===== src/rtl/div_issue_ctrl_if.sv =====
// Issue/writeback bundle between the execute stage, the divider issue controller, the iterative
// divider and writeback. The controller takes the slave view; the surrounding logic the master.
interface div_issue_ctrl_if #(
  parameter int unsigned WIDTH = 32
);
  logic             req_valid;
  logic             req_ready;
  logic [WIDTH-1:0] req_opA;
  logic [WIDTH-1:0] req_opB;
  logic [4:0]       req_dest;

  logic [WIDTH-1:0] div_operandA;
  logic [WIDTH-1:0] div_operandB;
  logic             div_start;
  logic [WIDTH-1:0] div_result;
  logic             div_overflow;
  logic             div_ready;

  logic             stall;
  logic             wb_valid;
  logic             wb_ack;
  logic [WIDTH-1:0] wb_data;
  logic [4:0]       wb_dest;
  logic             wb_exception;
  logic             wb_timeout;

  modport slave (
    input  req_valid, req_opA, req_opB, req_dest, div_result, div_overflow, div_ready, wb_ack,
    output req_ready, div_operandA, div_operandB, div_start, stall, wb_valid, wb_data, wb_dest,
           wb_exception, wb_timeout
  );

  modport master (
    output req_valid, req_opA, req_opB, req_dest, div_result, div_overflow, div_ready, wb_ack,
    input  req_ready, div_operandA, div_operandB, div_start, stall, wb_valid, wb_data, wb_dest,
           wb_exception, wb_timeout
  );
endinterface


===== src/rtl/div_issue_ctrl.sv =====
// Issue/sequencing controller for the iterative signed divider: start pulse, stall, watchdog and
// writeback handshake. Define DIV_ZERO_BYPASS_EN to complete zero-divisor requests without the divider.
module div_issue_ctrl #(
  parameter int unsigned WIDTH   = 32,
  parameter int unsigned MIN_LAT = 3,
  parameter int unsigned MAX_LAT = 64
) (
  input logic             clock,
  input logic             reset,
  div_issue_ctrl_if.slave bus
);
  localparam int unsigned CntW = $clog2(MAX_LAT + 1);

  typedef enum logic [1:0] {StIdle, StStart, StWait, StDone} state_e;

  state_e           state_q, state_d;
  logic [CntW-1:0]  cnt_q, cnt_d;
  logic [WIDTH-1:0] opa_q, opa_d;
  logic [WIDTH-1:0] opb_q, opb_d;
  logic [WIDTH-1:0] data_q, data_d;
  logic [4:0]       dest_q, dest_d;
  logic             exc_q, exc_d;
  logic             tmo_q, tmo_d;
  logic             accept, ready_ok, wd_fire, zero_div;

  assign accept   = (state_q == StIdle) && bus.req_valid;
  // Ready seen before MIN_LAT is the level left over from the previous operation.
  assign ready_ok = (cnt_q >= CntW'(MIN_LAT)) && bus.div_ready;
  assign wd_fire  = !ready_ok && (cnt_q == CntW'(MAX_LAT - 1));

`ifdef DIV_ZERO_BYPASS_EN
  assign zero_div = (bus.req_opB == '0);
`else
  assign zero_div = 1'b0;
`endif

  always_ff @(posedge clock) begin
    if (reset) begin
      state_q <= StIdle;
    end else begin
      state_q <= state_d;
    end
  end

  always_comb begin
    state_d = state_q;
    unique case (state_q)
      StIdle:  if (bus.req_valid) state_d = zero_div ? StDone : StStart;
      StStart: state_d = StWait;
      StWait:  if (ready_ok || wd_fire) state_d = StDone;
      StDone:  if (bus.wb_ack) state_d = StIdle;
      default: state_d = StIdle;
    endcase
  end

  always_comb begin
    bus.req_ready = (state_q == StIdle);
    bus.div_start = (state_q == StStart);
    bus.wb_valid  = (state_q == StDone);
    bus.stall     = (state_q == StStart) || (state_q == StWait) ||
                    ((state_q == StDone) && !bus.wb_ack);
  end

  always_comb begin
    cnt_d  = cnt_q;
    opa_d  = opa_q;
    opb_d  = opb_q;
    dest_d = dest_q;
    data_d = data_q;
    exc_d  = exc_q;
    tmo_d  = tmo_q;
    if (accept) begin
      opa_d  = bus.req_opA;
      opb_d  = bus.req_opB;
      dest_d = bus.req_dest;
      if (zero_div) begin
        data_d = '0;
        exc_d  = 1'b1;
        tmo_d  = 1'b0;
      end
    end
    if (state_q == StStart) begin
      cnt_d = '0;
    end
    if (state_q == StWait) begin
      if (cnt_q != CntW'(MAX_LAT)) cnt_d = cnt_q + CntW'(1);
      if (ready_ok) begin
        exc_d  = bus.div_overflow;
        tmo_d  = 1'b0;
        data_d = bus.div_overflow ? '0 : bus.div_result;
      end else if (wd_fire) begin
        exc_d  = 1'b1;
        tmo_d  = 1'b1;
        data_d = '0;
      end
    end
  end

  always_ff @(posedge clock) begin
    if (reset) begin
      cnt_q  <= '0;
      opa_q  <= '0;
      opb_q  <= '0;
      dest_q <= '0;
      data_q <= '0;
      exc_q  <= 1'b0;
      tmo_q  <= 1'b0;
    end else begin
      cnt_q  <= cnt_d;
      opa_q  <= opa_d;
      opb_q  <= opb_d;
      dest_q <= dest_d;
      data_q <= data_d;
      exc_q  <= exc_d;
      tmo_q  <= tmo_d;
    end
  end

  assign bus.div_operandA = opa_q;
  assign bus.div_operandB = opb_q;
  assign bus.wb_data      = data_q;
  assign bus.wb_dest      = dest_q;
  assign bus.wb_exception = exc_q;
  assign bus.wb_timeout   = tmo_q;
endmodule


===== src/flat_wrapper.sv =====
// flat-port wrapper written by rule: the top's interface ports become plain ports
module div_issue_ctrl_flat 
#(
  parameter int unsigned WIDTH   = 32,
  parameter int unsigned MIN_LAT = 3,
  parameter int unsigned MAX_LAT = 64
)
  (clock, reset, bus_req_valid, bus_req_opA, bus_req_opB, bus_req_dest, bus_div_result, bus_div_overflow, bus_div_ready, bus_wb_ack, bus_req_ready, bus_div_operandA, bus_div_operandB, bus_div_start, bus_stall, bus_wb_valid, bus_wb_data, bus_wb_dest, bus_wb_exception, bus_wb_timeout);
  div_issue_ctrl_if #(.WIDTH(WIDTH)) bus_i ();
  input logic clock;
  input logic reset;
  input wire logic [$bits(bus_i.req_valid)-1:0] bus_req_valid;
  input wire logic [$bits(bus_i.req_opA)-1:0] bus_req_opA;
  input wire logic [$bits(bus_i.req_opB)-1:0] bus_req_opB;
  input wire logic [$bits(bus_i.req_dest)-1:0] bus_req_dest;
  input wire logic [$bits(bus_i.div_result)-1:0] bus_div_result;
  input wire logic [$bits(bus_i.div_overflow)-1:0] bus_div_overflow;
  input wire logic [$bits(bus_i.div_ready)-1:0] bus_div_ready;
  input wire logic [$bits(bus_i.wb_ack)-1:0] bus_wb_ack;
  output wire logic [$bits(bus_i.req_ready)-1:0] bus_req_ready;
  output wire logic [$bits(bus_i.div_operandA)-1:0] bus_div_operandA;
  output wire logic [$bits(bus_i.div_operandB)-1:0] bus_div_operandB;
  output wire logic [$bits(bus_i.div_start)-1:0] bus_div_start;
  output wire logic [$bits(bus_i.stall)-1:0] bus_stall;
  output wire logic [$bits(bus_i.wb_valid)-1:0] bus_wb_valid;
  output wire logic [$bits(bus_i.wb_data)-1:0] bus_wb_data;
  output wire logic [$bits(bus_i.wb_dest)-1:0] bus_wb_dest;
  output wire logic [$bits(bus_i.wb_exception)-1:0] bus_wb_exception;
  output wire logic [$bits(bus_i.wb_timeout)-1:0] bus_wb_timeout;
  assign bus_i.req_valid = bus_req_valid;
  assign bus_i.req_opA = bus_req_opA;
  assign bus_i.req_opB = bus_req_opB;
  assign bus_i.req_dest = bus_req_dest;
  assign bus_i.div_result = bus_div_result;
  assign bus_i.div_overflow = bus_div_overflow;
  assign bus_i.div_ready = bus_div_ready;
  assign bus_i.wb_ack = bus_wb_ack;
  assign bus_req_ready = bus_i.req_ready;
  assign bus_div_operandA = bus_i.div_operandA;
  assign bus_div_operandB = bus_i.div_operandB;
  assign bus_div_start = bus_i.div_start;
  assign bus_stall = bus_i.stall;
  assign bus_wb_valid = bus_i.wb_valid;
  assign bus_wb_data = bus_i.wb_data;
  assign bus_wb_dest = bus_i.wb_dest;
  assign bus_wb_exception = bus_i.wb_exception;
  assign bus_wb_timeout = bus_i.wb_timeout;
  div_issue_ctrl #(.WIDTH(WIDTH), .MIN_LAT(MIN_LAT), .MAX_LAT(MAX_LAT)) u_core (.clock(clock), .reset(reset), .bus(bus_i));
endmodule

===== config.mk =====
export PLATFORM = sky130hd
export DESIGN_NAME = div_issue_ctrl_flat
export DESIGN_NICKNAME = d
export VERILOG_FILES = /design/src/rtl/div_issue_ctrl_if.sv /design/src/rtl/div_issue_ctrl.sv /design/src/flat_wrapper.sv
export SDC_FILE = /design/constraint.sdc
export NUM_CORES = 1
export LEC_CHECK = 0
export BUFFER_PORTS_ARGS = -buffer_cell sky130_fd_sc_hd__buf_2
export CAP_MARGIN = 40
export CORE_MARGIN = 3
export CORE_UTILIZATION = 42
export CTS_CLUSTER_DIAMETER = 30
export CTS_CLUSTER_SIZE = 24
export DETAILED_ROUTE_END_ITERATION = 6
export PLACE_DENSITY_LB_ADDON = 0.12
export SLEW_MARGIN = 30
export SYNTH_ARGS = -nofsm -noshare
export SYNTH_HDL_FRONTEND = slang
export SYNTH_SLANG_ARGS = --single-unit

===== constraint.sdc =====
create_clock -name clock -period 2.59 [get_ports clock]
set_input_delay 0.1295 -clock clock [delete_from_list [all_inputs] [get_ports clock]]
set_output_delay 0.1295 -clock clock [all_outputs]
set_load 0.005 [all_outputs]

==> parameters.txt <==
Parameter                              Value

Status
  Result of the run    complete, no violations

Power and ir drop
  Total Power    between 4 and 5 mW
  PD cells    695 nW/um^2
  Peak supply drop    roughly 0.39 mV
  P_leak    about 2.9 nW

Layout
  Final cell area excluding filler cells    about 6300 um^2
  Most common cell after layout, fill and taps aside    sky130_fd_sc_hd__buf_2
  Leading cell types in the layout, fill and taps excluded    213 x sky130_fd_sc_hd__buf_2, 143 x sky130_fd_sc_hd__nand2_1, 112 x sky130_fd_sc_hd__dfxtp_1
  Fraction of final layout cells with drive strength greater than 1    approximately a third
  Layout Utilization    between 60% and 70%
  Number of nets at the end of the flow    around 850
  Inserted Diodes    0
  Layout overhead on the synthesized area    55.2%

Drt
  Routed Antenna Nets    0
  DRT iter0 DRCs    approximately 190
  Count of TritonRoute iterations in the first routing pass    6
  WL/cell    about 14 um
  DR vias/cell    4.86
  Detailed Route WL    12,000 um
  DRC    0
  Count of vias placed by the detailed router    ~4,200

CTS
  Clock root cell    sky130_fd_sc_hd__clkbuf_8
  CTS buffer count    9
  Worst-Skew Late Latency    about 350 ps
  Max H-tree Level    3
  Post-cts resize count    0
  Clock tree from TritonCTS    yes
  Clock Pin Slew Worst Setup and Hold Paths    100 ps
  Maximum clock path buffer count    2
  Clock tree sinks    112

STA
  Number of max-slew violations in the final report    0
  Ratio of final minimum period to clock period    83.9%
  Setup repair after global routing missed its margin    no
  Hold_ws    between 20 and 25 ps
  Final setup violation count    0
  Relative slew slack    around 47%
  Period minus WS final    between 2000 and 2500 ps
  Worst clock skew on the final layout    between 10 and 15 ps
  Total negative slack for setup checks    0 ps
  Slew @ Worst Pin    about 800 ps
  Count of final hold-check violations    0
  Fmax achieved    around 460 MHz

GRT
  Initial antenna violation count    0
  Tot GR Track Use    between 20% and 30%
  Vias in the first global route    roughly 4,200
  Total global routing overflow    0
  Maximum number of pins on one net before global-route repair    a little under 80
  Wire length of the first global-routing pass    between 15,000 and 20,000 um

Placed design
  PortBufs    213
  Post-DP HPWL    about 7600 um
  Placed cell area    approximately 5200 um^2
  Global placement routability congestion    ~0.8

Floorplanning
  Core region area    9280 um^2
  Initial cell density of the core    43.6%
  Die Height    104 um
  Number of rows in the core area    35
  Overall die area    ~11,000 um^2
  Die Span X    approximately 100 um
  I/O pin cnt    about 210

Hold path
  Hold WC Path Type    in -> reg

Logic synthesis
  Register area share after synthesis    between 50% and 60%
  Number of nets in the synthesized netlist    roughly 570
  Cells after synthesis    about 450
  Share of flip-flops with an asynchronous set or reset    0%
  Avg Synthesized Cell Area    about 9 um^2
  Count of state elements after synthesis    between 100 and 150
  EDFF count, synth    0
  Most common flop cell mapped by yosys    sky130_fd_sc_hd__dfxtp_1
  Cell variety after synth    37
  Post-Synthesis Cell Area    4050 um^2
  Syn. warnings    0

Worst setup path
  Worst setup EP type    flop
  Crit path launch type    flop
  Worst EP arrival    2460 ps
  Register-to-Register Path Depth    5
  Maximum fanout along the worst path    33
  Critical path destination    u_core.bus.wb_data[6]$_SDFFE_PP0P_
  Source of the critical timing path    u_core.cnt_q[2]$_SDFF_PP0_
  Critical path class    reg -> reg
  RR Startpoint    u_core.cnt_q[2]$_SDFF_PP0_
  Critical Path RT    approximately 2900 ps
  Register-to-register path setup slack    approximately 420 ps
  Critical register-to-register path endpoint    u_core.bus.wb_data[6]$_SDFFE_PP0P_

Job
  Total of max-cap violations    0
## worst min-delay path by stage
stage                      startpoint                                        to  slack, ps  cells after the start
finish                 bus_req_opB[6]   u_core.bus.div_operandB[6]$_SDFFE_PP0P_         20                      3
global route          bus_req_opA[30]  u_core.bus.div_operandA[30]$_SDFFE_PP0P_         10                      3
CTS                   bus_req_opA[13]  u_core.bus.div_operandA[13]$_SDFFE_PP0P_        0.4                      3
detailed placement  bus_div_result[6]        u_core.bus.wb_data[6]$_SDFFE_PP0P_        350                      2
global placement    bus_div_result[5]        u_core.bus.wb_data[5]$_SDFFE_PP0P_        340                      2
floorplan           bus_div_result[0]        u_core.bus.wb_data[0]$_SDFFE_PP0P_        260                      1
## power by group
part	internal [mW]	total, mW	switching (mW)
sequential	1.95	2.06	0.114
combinational	0.598	1.34	0.743
clock	0.385	0.966	0.581
## layout make-up
cell class                      instances  area, um^2
Timing Repair Buffer                  309        2030
Clock inverter                          5        38.8
Sequential cell                       112        2240
Multi-Input combinational cell        300        1640
Clock buffer                           11         141
Inverter                                7        26.3
Tap cell                              129         161
Fill cell                             788        3000
## per-layer routing
metal | wire (um) | vias to the layer above | global-route usage (%)
met1 | 5130 | 1949 | 25.2
met5 | 0 | - | 0
met3 | 740 | 17 | 5.34
met4 | 199 | 0 | 6.65
li1 | - | 2126 | -
met2 | 5960 | 149 | 39.0
## Yosys cell counts (all sizes together) (2+ instances only)
cell      n  share of area [%]
o21a      3               0.56
nor3      3               0.37
or3       2               0.31
nand3b    2               0.37
nand2b    3               0.46
buf       9                1.4
o21ai     3               0.65
a211oi    2               0.37
a21oi    75                9.3
nand2   144                 13
clkbuf   25                2.3
nor2      4               0.37
a32o     32                7.9
dfxtp   112                 55
nand3     3               0.37
ha        6                1.9
nor4      2               0.31
o211ai    2               0.37
inv       6               0.56
and2      2               0.34
## kinds of logic after synthesis
| logic type | count (synthesis) | share of synthesized area (%) |
|---|---|---|
| AO/OA/AOI/OAI | 123 | 20.7 |
| flip-flops | 112 | 55.4 |
| multiplexers | 2 | 0.525 |
| adder cells (fa/ha/maj) | 6 | 1.85 |
| buffers and inverters | 41 | 4.39 |
| AND/OR/NAND/NOR | 168 | 16.9 |
| XOR/XNOR | 1 | 0.216 |
## what timing repair did
item                                   in CTS  in global routing
setup buffers                               0                  0
endpoints found under the hold margin      89                  0
hold buffers                               89                  0
## sequential cells by signal (all words and copies together), names as in the netlist
signal                   flops
u_core.bus.wb_dest           5
u_core.bus.wb_timeout        1
u_core.bus.div_operandB     32
u_core.bus.div_operandA     32
u_core.bus.wb_exception      1
u_core.state_q               2
u_core.bus.wb_data          32
u_core.cnt_q                 7
## critical path, stage by stage (launching register included)
cell and delay [ps]:
sky130_fd_sc_hd__dfxtp_1 370, sky130_fd_sc_hd__or4_4 590, sky130_fd_sc_hd__o41a_1 440, sky130_fd_sc_hd__o21ai_4 150, sky130_fd_sc_hd__buf_4 320, sky130_fd_sc_hd__a32o_1 230
## per-stage QoR
| stage | setup WS, ps | instances |
|---|---|---|
| after floorplan | 629 | 453 |
| after global placement | 475 | 768 |
| after detailed placement | 447 | 768 |
| after CTS | 431 | 873 |
| after global routing | 307 | 873 |
| final | 418 | 873 |
Note: power is estimated with default switching activity, not from simulation.
